### src/rtl/freq_pkg.sv
// Shared state encoding and width helper for the frequency measurement sequencer.
package freq_pkg;

    typedef enum logic [1:0] {
        IDLE  = 2'd0,
        CLEAR = 2'd1,
        FILL  = 2'd2,
        RUN   = 2'd3
    } state_t;

    // Counter/result width for a count range of n; never narrower than one bit.
    function automatic int width_of(input int n);
        return (n > 1) ? $clog2(n) : 1;
    endfunction

endpackage

### src/rtl/edge_sync.sv
// Multi-flop synchronizer for an asynchronous pin followed by a registered
// rising-edge detector producing one-cycle pulses.
module edge_sync #(
    parameter int SYNC_STAGES = 2
) (
    input  logic clk,
    input  logic reset,
    input  logic sig_i,
    output logic pulse_o
);

    logic [SYNC_STAGES-1:0] sync_q, sync_d;
    logic                   hist_q, hist_d;
    logic                   pulse_q, pulse_d;

    always_comb begin
        sync_d  = {sync_q[SYNC_STAGES-2:0], sig_i};
        hist_d  = sync_q[SYNC_STAGES-1];
        pulse_d = sync_q[SYNC_STAGES-1] & ~hist_q;
    end

    always_ff @(posedge clk or negedge reset) begin
        if (!reset) begin
            sync_q  <= '0;
            hist_q  <= 1'b0;
            pulse_q <= 1'b0;
        end else begin
            sync_q  <= sync_d;
            hist_q  <= hist_d;
            pulse_q <= pulse_d;
        end
    end

    assign pulse_o = pulse_q;

endmodule

### src/rtl/freq_meas_ctrl.sv
// Sequencer for the moving-average frequency datapath: clear, fill, then periodic
// result publishing. Define FREQ_PEAK_HOLD_EN to add the peak-hold output.
module freq_meas_ctrl
    import freq_pkg::*;
#(
    parameter int  DEPTH       = 1000,
    parameter int  UPDATE      = 250,
    parameter int  SYNC_STAGES = 2,
    localparam int AW          = width_of(DEPTH)
) (
    input  logic          clk,
    input  logic          reset,
    input  logic          en_i,
`ifdef FREQ_PEAK_HOLD_EN
    input  logic          peak_clr_i,
    output logic [AW-1:0] peak_o,
`endif
    input  logic          sig_i,
    input  logic [AW-1:0] avg_i,
    output logic          dp_reset_o,
    output logic          sample_o,
    output logic [AW-1:0] result_o,
    output logic          valid_o,
    output logic          busy_o
);

    localparam int WW = width_of(DEPTH);
    localparam int UW = $clog2(UPDATE) + 1;

    state_t          state_q, state_d;
    logic [WW-1:0]   win_q, win_d;
    logic [UW-1:0]   upd_q, upd_d;
    logic [AW-1:0]   result_q, result_d;
    logic            valid_q, valid_d;
    logic            dp_reset_q, dp_reset_d;
    logic            busy_q, busy_d;
    logic            publish;
    logic            pulse;

    edge_sync #(.SYNC_STAGES(SYNC_STAGES)) u_edge_sync (
        .clk    (clk),
        .reset  (reset),
        .sig_i  (sig_i),
        .pulse_o(pulse)
    );

    always_comb begin
        state_d  = state_q;
        win_d    = win_q;
        upd_d    = upd_q;
        result_d = result_q;
        valid_d  = valid_q;
        publish  = 1'b0;
        case (state_q)
            IDLE: begin
                if (en_i) state_d = CLEAR;
            end
            CLEAR: begin
                state_d = FILL;
                win_d   = '0;
                valid_d = 1'b0;
            end
            FILL: begin
                win_d = win_q + WW'(1);
                if (win_q == WW'(DEPTH - 1)) begin
                    state_d = RUN;
                    upd_d   = '0;
                end
            end
            RUN: begin
                // Count zero marks both the first RUN cycle and every wrap.
                publish = (upd_q == '0);
                upd_d   = (upd_q == UW'(UPDATE - 1)) ? '0 : upd_q + UW'(1);
                if (publish) begin
                    result_d = avg_i;
                    valid_d  = 1'b1;
                end
            end
            default: state_d = IDLE;
        endcase
        if (!en_i && state_q != IDLE) begin
            state_d  = IDLE;
            valid_d  = 1'b0;
            result_d = result_q;
            publish  = 1'b0;
        end
        dp_reset_d = (state_d == IDLE) || (state_d == CLEAR);
        busy_d     = (state_d == CLEAR) || (state_d == FILL);
    end

    always_ff @(posedge clk or negedge reset) begin
        if (!reset) begin
            state_q    <= IDLE;
            win_q      <= '0;
            upd_q      <= '0;
            result_q   <= '0;
            valid_q    <= 1'b0;
            dp_reset_q <= 1'b1;
            busy_q     <= 1'b0;
        end else begin
            state_q    <= state_d;
            win_q      <= win_d;
            upd_q      <= upd_d;
            result_q   <= result_d;
            valid_q    <= valid_d;
            dp_reset_q <= dp_reset_d;
            busy_q     <= busy_d;
        end
    end

`ifdef FREQ_PEAK_HOLD_EN
    logic [AW-1:0] peak_q, peak_d;

    // A clear in the same cycle as a publish takes priority.
    always_comb begin
        peak_d = peak_q;
        if (peak_clr_i)
            peak_d = '0;
        else if (publish && avg_i > peak_q)
            peak_d = avg_i;
    end

    always_ff @(posedge clk or negedge reset) begin
        if (!reset) peak_q <= '0;
        else        peak_q <= peak_d;
    end

    assign peak_o = peak_q;
`endif

    assign sample_o   = pulse & ((state_q == FILL) || (state_q == RUN));
    assign result_o   = result_q;
    assign valid_o    = valid_q;
    assign dp_reset_o = dp_reset_q;
    assign busy_o     = busy_q;

endmodule

### config.mk
export PLATFORM = sky130hd
export DESIGN_NAME = freq_meas_ctrl
export DESIGN_NICKNAME = d
export VERILOG_FILES = /design/src/rtl/freq_pkg.sv /design/src/rtl/edge_sync.sv /design/src/rtl/freq_meas_ctrl.sv
export SDC_FILE = /design/constraint.sdc
export NUM_CORES = 1
export LEC_CHECK = 0
export CAP_MARGIN = 20
export CORE_MARGIN = 4
export CORE_UTILIZATION = 30
export DETAILED_ROUTE_END_ITERATION = 10
export GPL_TIMING_DRIVEN = 0
export HOLD_SLACK_MARGIN = 0.1
export PLACE_DENSITY_LB_ADDON = 0.08
export SLEW_MARGIN = 15
export SYNTH_ARGS = -nofsm -noshare
export SYNTH_HDL_FRONTEND = slang
export SYNTH_HIERARCHICAL = 1
export SYNTH_SLANG_ARGS = --single-unit
### constraint.sdc
create_clock -name clk -period 2.4 [get_ports clk]
set_input_delay 0.24 -clock clk [delete_from_list [all_inputs] [get_ports clk]]
set_output_delay 0.24 -clock clk [all_outputs]
set_load 0.02 [all_outputs]
; ---- Yosys cells after proc, flatten, opt, wreduce, memory -nomap -nowiden
; Index checks and enable logic that the tools add are counted.
[word_totals]
regBits = 38
inputBits = 14
output_inout_bits = 14
word_cells = 51
[classes]
n_addsub = 2
n_eq_ne = 9
n_mux = 11
bitwise = 4
n_reduce_logical = 15
[ops]
columns = cell, count
row1 = one-hot mux 10 bit (2 select lines), 1
row2 = 2-to-1 mux 9 bit, 2
row3 = one-hot mux 9 bit (2 select lines), 1
row4 = adder 10 x 1 -> 10 bit (second input constant), 1
row5 = equality test 10 bit (second input constant), 1
row6 = adder 9 x 1 -> 9 bit (second input constant), 1
row7 = equality test 9 x 8 -> 1 bit (second input constant), 1
row8 = zero test 9 bit, 1
row9 = equality test 2 bit (second input constant), 3
row10 = 2-to-1 mux 2 bit, 3
row11 = one-hot mux 2 bit (3 select lines), 1
row12 = nonzero test 2 bit, 3
row13 = equality test 2 x 1 -> 1 bit (second input constant), 2
row14 = zero test 2 bit, 2
row15 = AND reduction 2 bit, 2
row16 = logical OR 1 bit, 3
row17 = inequality test 3 bit (second input constant), 1
row18 = AND reduction 3 bit, 1
row19 = nonzero test 3 bit, 1
row20 = AND 1 bit, 2
row21 = 2-to-1 mux 1 bit, 2
row22 = inequality test 2 bit (second input constant), 1
row23 = inverter 1 bit, 2
row24 = one-hot mux 1 bit (2 select lines), 1
row25 = other kinds (2), 2

; ---- Depth between registers and ports, before layout
; Gate-level depths: netlist of run 1.
[logic_depth]
depth_word = 6
ltp_mapped = 8
ltp_nobuf = 7

; ---- By module
; Netlist of run 1, hierarchy kept.
[modules_own_cells]
columns = module, instances, cells_per_inst, area_each_um2, seq_area_each_um2
row1 = freq_meas_ctrl, 1, 168, 1789.2, 852.1
row2 = edge_sync, 1, 5, 113.9, 100.1

; ---- Worst setup path before layout of run 1
; OpenSTA, ideal clock, no wires.
[synth_path]
path_type = register -> register
from = register state_q[0]
to = register upd_q[1]
setup_ps = 76
arrival_time_ps = 1712
t_required_ps = 2324
slack_ps = 612
path_stages_with_launch = 9
n_path_buf = 2
period_less_slack_ps = 1788
path_cell_list = dfrtp_1 > inv_1 > ha_1 > buf_2 > nand4bb_1 > o31ai_1 > buf_2 > or3b_1 > o21ai_1
[synth_between]
elab_chain_len = 3
elab_cells_between_ends = 6
[synth_lines]
columns = item, line_no
row1 = from (decl), freq_meas_ctrl.sv:30  ; state_t state_q, state_d;
row2 = from (signal assigned), freq_meas_ctrl.sv:101  ; state_q <= state_d;
row3 = equality test 2 bit, freq_meas_ctrl.sv:54  ; case (state_q)
row4 = inequality test 2 bit (no line) / nonzero test 2 bit (equally long branches), -
row5 = AND reduction 2 bit (no line), -
row6 = to (signal assigned), freq_meas_ctrl.sv:103  ; upd_q <= upd_d;
row7 = to (decl), freq_meas_ctrl.sv:32  ; logic [UW-1:0] upd_q, upd_d;
; Parallel ways exist; a longest one is shown, timed or not.
; A chain may end at the register's enable or synchronous reset.

; ---- Worst setup path in the final report of run 1
[layout_path]
from = register state_q[0]
to = output sample_o
[layout_between]
elab_chain_len = 3
elab_cells_between_ends = 4
[layout_lines]
columns = item, line_no
row1 = equality test 2 bit, freq_meas_ctrl.sv:131  ; assign sample_o = pulse & ((state_q == FILL) || (state_q == RUN));
row2 = logical OR 1 bit (*), freq_meas_ctrl.sv:131
row3 = AND 1 bit (*), freq_meas_ctrl.sv:131
row4 = to (decl), freq_meas_ctrl.sv:21  ; output logic sample_o,
; Mark *: on every way between the ends. The rest lies on a longest branch, timed or not.

==> results of run 1 <==
==> critical path, stage by stage, from the launching register on <==
cell and delay [ns]:
dfrtp_1 0.43, inv_1 0.15, ha_1 0.16, buf_2 0.22, o21a_1 0.15, clkdlybuf4s50_1 0.60
==> path summary, 6_finish.rpt <==
path | startpoint | endpoint | slack (ns) | cells after the start
min in group asynchronous | reset | upd_q[5] | 0.42 | 2
max in group asynchronous | reset | dp_reset_o | 1.44 | 3
max | state_q[0] | sample_o | 0.17 | 5
max reg2reg | state_q[0] | upd_q[1] | 0.32 | 8
min reg2reg | u_edge_sync/sync_q[0] | u_edge_sync/sync_q[1] | 0.36 | 0
min | u_edge_sync/sync_q[0] | u_edge_sync/sync_q[1] | 0.36 | 0
==> placed cells by master, fill, tap and decap left out, types with 2 or more instances in the layout <==
cell / n
a21o_1: 2
a21oi_1: 2
a22o_1: 8
and2b_1: 4
and3_1: 5
and3_2: 2
buf_2: 4
clkbuf_1: 2
clkbuf_8: 6
clkdlybuf4s50_1: 26
dfrtp_1: 37
ha_1: 10
inv_1: 10
mux2_2: 10
mux2i_1: 2
nand2_1: 8
nand3_1: 10
nand4_1: 2
nor2_1: 10
nor2b_1: 2
nor3_1: 7
o21ai_0: 12
o22ai_1: 2
o31ai_1: 2
or2_2: 2
xnor2_1: 2
==> routing by layer <==
layer	share of wire [%]	GRT usage (%)	up-vias
met4	0.55	2.23	0
met5	0	0	-
li1	-	-	693
met3	3.6	2.92	2
met1	45	12.6	648
met2	51	19.2	16
==> where the power goes <==
group / switching [mW] / internal, mW
Combinational: 0.482 / 0.440
Sequential: 0.0806 / 0.791
Clock: 0.210 / 0.232
Total: 0.773 / 1.46
==> final cells by class <==
type | count | share of cell area (%)
Buffer | 5 | 1.26
Tap cell | 75 | 3.92
Sequential cell | 38 | 39.8
Clock inverter | 1 | 0.209
Inverter | 10 | 1.57
Multi-Input combinational cell | 120 | 36.9
Timing Repair Buffer | 29 | 12.7
Clock buffer | 7 | 3.61
==> sequential cells by signal, summed over array words and instances (netlist names) <==
register	count
result_o	10
win_q	10
upd_q	9
state_q	2
u_edge_sync/sync_q	2
busy_o	1
dp_reset_o	1
u_edge_sync/hist_q	1
u_edge_sync/pulse_o	1
valid_o	1
==> kinds of logic after synthesis <==
family,count (synthesis),share of synthesized area [%]
buf+inv,15,3.55
flops,38,50.0
fa+ha+maj,10,6.57
mux,12,6.97
xor+xnor,2,0.921
simple gates,61,18.5
compound gates,35,13.4
==> qor.yml, run 1 <==
status:
  outcome: "finished clean"
final_layout:
  finalNetCount: 233
  postLayoutCellArea_sq_um: 2390
  syn2layout_area_growth_pct: 25.6
  n_antenna_cell: 0
  stdcell_count: 285
  postLayoutCoreUtil_pct: 39.7
  final_layout_size_suffix_gt1_share_pct: 15.7
  multi_input_area_sq_um: 883
  n_fill_cell: 625
  seq_area_sq_um: 952
timing:
  rsz0062_at_grt: "no"
  finClkSkew_ns: 0.00809
  final-max-slew-violation-count: 0
  worst_slack_ns: 0.171
  hold_viol_final: 0
  min_period_ns: 2.23
  finalSetupTns_ns: 0
  whs_ns: 0.361
  tightest_slew_ns: 0.521
  fin_crit_sh_pct: 92.9
  fmax_mhz: 449
  setup_violations: 0
  maxSlewHeadroom_pct: 65.1
setup_path:
  crit_required_ns: 2.16
  arrival_ns: 1.99
  path_max_fanout: 10
  crit_path_start_kind: "flop"
  worstSetupPathType: "flop to primary output"
  end_kind: "primary output"
yosys:
  synthArstFlopShare_pct: 100
  yosys-top-cells-count: "dfrtp_1 (37), o21ai_0 (12)"
  synthesis.area_sq_um: 1900
  synth-main-ff-cell: "dfrtp_1"
  synth_edf_count: 0
  synth.most_common_cell: "dfrtp_1"
  synth.area.top_cells: "dfrtp_1 (49%), ha_1 (6.6%), mux2_2 (5.9%)"
  ys_seq_area_share_pct: 50.0
  ys_seq_elements: 38
  ys_warn_count: 6
  syn_area_per_cell_sq_um: 11.0
  syn_nets: 197
  syn-instance-count: 173
  synth_largest_area_cell: "dfrtp_1"
  netlist-cell-type-count: 42
  synth_top_cell_area_share_pct: 48.7
power:
  p_leak_nw: 1.07
  pwr_density_cell_nw_per_um2: 935
  finalPower_mw: 2.24
  max-vdd-ir-drop_uv: 491
grt:
  grt_pass1_vias: 1524
  grt_first_pass_wirelength_microns: 6630
  grt.total_usage_pct: 10.6
  antenna_found_initial: 0
  grt_remaining_overflow: 0
  grt_max_degree: 23
clock_network:
  cts_htree_levels: 2
  numCtsBuffers: 5
  cts-resized-gates: 0
  cts_tree: "yes"
  cts_hold_buf: 1
  clk_pin_slew_ns: 0.07
  clockBufferDepth: 2
  cts-root-buf: "clkbuf_8"
  cts.sink_count: 38
  postCtsSetupRepairBufs: 0
  clk_latency_ns: 0.28
placed_design:
  portBuffers: 27
  dpl.cell_count: 276
  gp_congestion: 0.809
  placed_cell_area_sq_um: 2290
  pre_cts_ws_ns: 0.351
  hpwl_microns: 2840
worst_hold_path:
  min_path_type: "flop to flop"
floorplanning:
  fp-row-count: 28
  core_sq_um: 6030
  die_area_sq_um: 7680
  die_x_microns: 87.6
  start_util_pct: 31.6
  io-pin-count: 28
  die_y_microns: 87.6
run:
  maxCapViolCount: 0
route:
  postRouteAntennaNets: 0
  drc: 0
  vias_per_cell: 4.77
  via_count: 1359
  drt-initial-drc-count: 36
  routedWlPerCell_microns: 13.3
  first_pass_iters: 3
  wl_microns: 3790
No activity file was read; power rests on OpenSTA's default activity.
==> inputs of run 2 (changes only) <==
--- a/config.mk
+++ b/config.mk
@@ -12,6 +12,7 @@
 export GPL_TIMING_DRIVEN = 0
 export HOLD_SLACK_MARGIN = 0.1
 export PLACE_DENSITY_LB_ADDON = 0.08
+export RECOVER_POWER = 50
 export SLEW_MARGIN = 15
 export SYNTH_ARGS = -nofsm -noshare
 export SYNTH_HDL_FRONTEND = slang
==> qor.yml, run 2 (same netlist as run 1, synthesis figures left out) <==
timing:
  maxSlewHeadroom_pct: 41.3  # -24 points
  finClkSkew_ns: 0.00805  # -0.0000412 ns
  min_period_ns: 2.23  # +0.0000130 ns
  fmax_mhz: 449  # about the same
  whs_ns: 0.361  # +0.00000200 ns
  final-max-slew-violation-count: 0  # unchanged
  finalSetupTns_ns: 0  # unchanged
  hold_viol_final: 0  # unchanged
  fin_crit_sh_pct: 92.9  # about the same
  setup_violations: 0  # unchanged
  tightest_slew_ns: 0.880  # +0.359 ns
  rsz0062_at_grt: "no"
setup_path:
  critPathMaxStageDelay_ns: 0.60  # about the same
  worstSetupPathType: "flop to primary output"
  cp-startpoint: "state_q[0]"
  cp_top_family: "buffers and inverters"
  r2r-start: "state_q[0]"
  crit_required_ns: 2.16  # about the same
  arrival_ns: 1.99  # about the same
  crit_path_start_kind: "flop"
  end_kind: "primary output"
  path_cells: "inv_1 -> ha_1 -> buf_2 -> o21a_1 -> clkdlybuf4s50_1"
  critPathSlowestCell: "clkdlybuf4s50_1"
  path_max_fanout: 10  # unchanged
  cp_num_buf_inv: 3  # unchanged
clock_network:
  clockBufferDepth: 2  # unchanged
  cts.sink_count: 38  # unchanged
  clk_pin_slew_ns: 0.07  # about the same
  cts_tree: "yes"
  cts-resized-gates: 0  # unchanged
  clk_latency_ns: 0.28  # about the same
  postCtsSetupRepairBufs: 0  # unchanged
  cts_htree_levels: 2  # unchanged
  cts-root-buf: "clkbuf_8"
  cts_hold_buf: 1  # unchanged
  numCtsBuffers: 5  # unchanged
floorplanning:
  die_y_microns: 87.6  # unchanged
  die_area_sq_um: 7680  # unchanged
  start_util_pct: 31.6  # unchanged
  io-pin-count: 28  # unchanged
  core_sq_um: 6030  # unchanged
  fp-row-count: 28  # unchanged
  die_x_microns: 87.6  # unchanged
power:
  max-vdd-ir-drop_uv: 477  # -2.9%
  pwr_density_cell_nw_per_um2: 941  # +0.61%
  p_leak_nw: 1.05  # -1.2%
final_layout:
  postLayoutCoreUtil_pct: 39.2  # -0.48 points
  n_fill_cell: 629  # +0.64%
  layout_common_cells: "dfrtp_1 (37), clkdlybuf4s50_1 (23), o21ai_0 (12)"
  n_antenna_cell: 0  # unchanged
  syn2layout_area_growth_pct: 24.1
  final_layout_size_suffix_gt1_share_pct: 15.2  # -0.48 points
  stdcell_count: 285  # unchanged
  final_common_cell: "dfrtp_1"
  finalNetCount: 233  # unchanged
  postLayoutCellArea_sq_um: 2360  # -1.2%
worst_hold_path:
  min_path_type: "flop to flop"
  hp-start: "u_edge_sync/sync_q[0]"
route:
  via_count: 1359  # unchanged
  drc: 0  # unchanged
  drt-initial-drc-count: 36  # unchanged
  wl_microns: 3790  # about the same
  routedWlPerCell_microns: 13.3  # about the same
  postRouteAntennaNets: 0  # unchanged
  first_pass_iters: 3  # unchanged
  vias_per_cell: 4.77  # unchanged
placed_design:
  placed_cell_area_sq_um: 2290  # unchanged
  portBuffers: 27  # unchanged
  gp_congestion: 0.809  # unchanged
  hpwl_microns: 2840  # unchanged
  dpl.cell_count: 276  # unchanged
grt:
  grt_pass1_vias: 1524  # unchanged
  grt_remaining_overflow: 0  # unchanged
  grt_max_degree: 23  # unchanged
  grt.total_usage_pct: 10.6  # unchanged
  antenna_found_initial: 0  # unchanged
  grt_first_pass_wirelength_microns: 6630  # unchanged
status:
  outcome: "finished clean"
run:
  maxCapViolCount: 0  # unchanged
[run 2: routing by layer]
metal	track usage (%)	vias to the layer above	routed length, microns
li1	-	693	-
met1	12.6	648	1690
met2	19.2	16	1940
met3	2.92	2	135
met4	2.23	0	21
met5	0	-	0
[run 2: layout make-up]
type,count,area [sq um],area share (%)
Clock inverter,1,5.00,0.212
Multi-Input combinational cell,120,878,37.2
Sequential cell,38,952,40.3
Clock buffer,7,86.3,3.65
Timing Repair Buffer,29,279,11.8
Tap cell,75,93.8,3.97
Buffer,5,30.0,1.27
Inverter,10,37.5,1.59
[run 2: worst paths after layout]
check,to,slack [ns],cells past startpoint
worst max-delay path,sample_o,0.17,5
worst min-delay path,u_edge_sync/sync_q[1],0.36,0
worst max register to register,upd_q[1],0.32,8
worst min register to register,u_edge_sync/sync_q[1],0.36,0
max in group asynchronous,dp_reset_o,0.74,3
min in group asynchronous,upd_q[5],0.59,2
[run 2: power breakdown]
part | internal (mW) | switching [mW] | total [mW]
logic | 0.429 | 0.482 | 0.910
clock network | 0.232 | 0.210 | 0.442
registers | 0.791 | 0.0796 | 0.870
total | 1.45 | 0.772 | 2.22
[run 2: through the flow]
| step | power (mW) | setup WS, ns |
|---|---|---|
| 2_1_floorplan | 1.43 | 0.612 |
| 3_3_place_gp | 1.79 | 0.187 |
| 3_5_place_dp | 1.82 | 0.351 |
| 4_1_cts | 2.27 | 0.159 |
| 5_1_grt | 2.40 | 0.0967 |
| 6_report | 2.22 | 0.171 |
==> inputs of run 3 (changes only) <==
--- a/config.mk
+++ b/config.mk
@@ -11,7 +11,7 @@
 export DETAILED_ROUTE_END_ITERATION = 10
 export GPL_TIMING_DRIVEN = 0
 export HOLD_SLACK_MARGIN = 0.1
-export PLACE_DENSITY_LB_ADDON = 0.08
+export PLACE_DENSITY_LB_ADDON = 0.12
 export RECOVER_POWER = 50
 export SLEW_MARGIN = 15
 export SYNTH_ARGS = -nofsm -noshare
==> qor.yml, run 3 (same netlist as run 1, synthesis figures left out) <==
setup_path:
  rr_endpoint: "upd_q[1]"
  rr_worst_depth: 8  # unchanged
  r2r-start: "state_q[0]"
  crit_required_ns: 2.16  # about the same
  arrival_ns: 1.97  # -0.02 ns
  cp-startpoint: "state_q[0]"
  path_max_fanout: 10  # unchanged
  r2r_setup_slack_ns: 0.29  # -0.03 ns
  crit_path_start_kind: "flop"
  end_kind: "primary output"
  worstSetupPathType: "flop to primary output"
clock_network:
  clk_latency_ns: 0.29  # about the same
  clk_pin_slew_ns: 0.07  # about the same
  cts-resized-gates: 0  # unchanged
  postCtsSetupRepairBufs: 0  # unchanged
  cts.sink_count: 38  # unchanged
  cts_htree_levels: 2  # unchanged
  cts_tree: "yes"
  cts-root-buf: "clkbuf_8"
  clockBufferDepth: 2  # unchanged
  numCtsBuffers: 5  # unchanged
grt:
  antenna_found_initial: 0  # unchanged
  grt_pass1_vias: 1498  # -1.7%
  grt.total_usage_pct: 11.5  # +0.83 points
  grt_max_degree: 26  # +13%
  grt_first_pass_wirelength_microns: 6960  # +5.0%
  grt_remaining_overflow: 0  # unchanged
floorplanning:
  die_y_microns: 87.6  # unchanged
  die_area_sq_um: 7680  # unchanged
  fp-row-count: 28  # unchanged
  die_x_microns: 87.6  # unchanged
  io-pin-count: 28  # unchanged
  start_util_pct: 31.6  # unchanged
  core_sq_um: 6030  # unchanged
final_layout:
  layout_common_cells: "dfrtp_1 (37), clkdlybuf4s50_1 (22), o21ai_0 (12)"
  stdcell_count: 285  # unchanged
  syn2layout_area_growth_pct: 24.1  # about the same
  finalNetCount: 233  # unchanged
  n_antenna_cell: 0  # unchanged
  final_common_cell: "dfrtp_1"
  final_layout_size_suffix_gt1_share_pct: 14.8  # -0.48 points
  postLayoutCellArea_sq_um: 2360  # about the same
timing:
  rsz0062_at_grt: "no"
  maxSlewHeadroom_pct: 47.9  # +6.5 points
  final-max-slew-violation-count: 0  # unchanged
  tightest_slew_ns: 0.782  # -0.0982 ns
  finClkSkew_ns: 0.0117  # +0.00370 ns
  min_period_ns: 2.21  # -0.0153 ns
  hold_viol_final: 0  # unchanged
  fin_crit_sh_pct: 92.2  # -0.64 points
  setup_violations: 0  # unchanged
  fmax_mhz: 452  # +0.69%
  finalSetupTns_ns: 0  # unchanged
  whs_ns: 0.359  # -0.00250 ns
  worst_slack_ns: 0.186  # +0.0153 ns
route:
  drt-initial-drc-count: 63  # +75%
  drc: 0  # unchanged
  via_count: 1392  # +2.4%
  routedWlPerCell_microns: 13.7  # +3.5%
  wl_microns: 3920  # +3.5%
  first_pass_iters: 4  # +1
  vias_per_cell: 4.88  # +2.4%
  postRouteAntennaNets: 0  # unchanged
worst_hold_path:
  min_path_type: "flop to flop"
  hold_end: "u_edge_sync/sync_q[1]"
  hp-start: "u_edge_sync/sync_q[0]"
  whs_path_depth: 0  # unchanged
power:
  p_leak_nw: 1.05  # -0.17%
  max-vdd-ir-drop_uv: 547  # +15%
  pwr_density_cell_nw_per_um2: 942  # about the same
placed_design:
  placed_cell_area_sq_um: 2280  # -0.33%
  gp_congestion: 0.839  # +3.7%
  portBuffers: 27  # unchanged
  pre_cts_ws_ns: 0.321  # -0.0297 ns
  hpwl_microns: 2960  # +3.9%
  dpl.cell_count: 276  # unchanged
status:
  outcome: "finished clean"
run:
  maxCapViolCount: 0  # unchanged
==> run 3: changes by cell type in the layout (fill, tap and decap cells not counted), sizes merged <==
cell           before  now
clkbuf             10   11
clkdlybuf4s50      23   22
clkinv              1    0
dlygate4sd3         4    5
==> run 3: worst max path at each step <==
stage                                endpoint  slack, ns  depth (start not counted)
final                                sample_o       0.19                          5
after global routing                 upd_q[7]       0.05                          8
after CTS                            sample_o       0.17                          5
after detailed placement             upd_q[1]       0.32                          8
after global placement    u_edge_sync/pulse_o       0.17                          1
after floorplan                      upd_q[1]       0.61                          8
==> run 3: through the flow <==
stage	utilization (%)	total power, mW
after floorplan	-	1.43
final	39.2	2.22
after global placement	37.6	1.80
after detailed placement	37.9	1.82
after CTS	39.5	2.29
after global routing	39.2	2.41
==> run 3: what timing repair did <==
| item | 4_1_cts | 5_1_grt |
|---|---|---|
| endpoints found under the hold margin | 13 | 0 |
| endpoints found under the setup margin | 0 | 0 |
| hold buffers | 1 | 0 |
==> run 3: routing by layer <==
layer	wire, microns	GRT usage, %
met1	1730	14.6
met2	1960	18.7
met3	171	3.20
met4	59	3.91
met5	0	0
==> run 3: layout make-up <==
class	instances	area (sq um)
clock buffers	8	90.1
well taps	75	93.8
repair buffers	29	279
flip-flops and latches	38	952
multi-input cells	120	878
fillers	611	3660
inverters	10	37.5
plain buffers	5	30.0
==> run 3: critical path, stage by stage, from the launching register on <==
cell	delay, ns
dfrtp_1	0.42
inv_1	0.15
ha_1	0.16
buf_2	0.21
o21a_1	0.15
clkdlybuf4s50_1	0.60
==> run 3: power by group <==
part           internal (mW)  total [mW]  switching (mW)
Clock                  0.234       0.448           0.214
Sequential             0.791       0.873          0.0824
Combinational          0.424       0.902           0.478
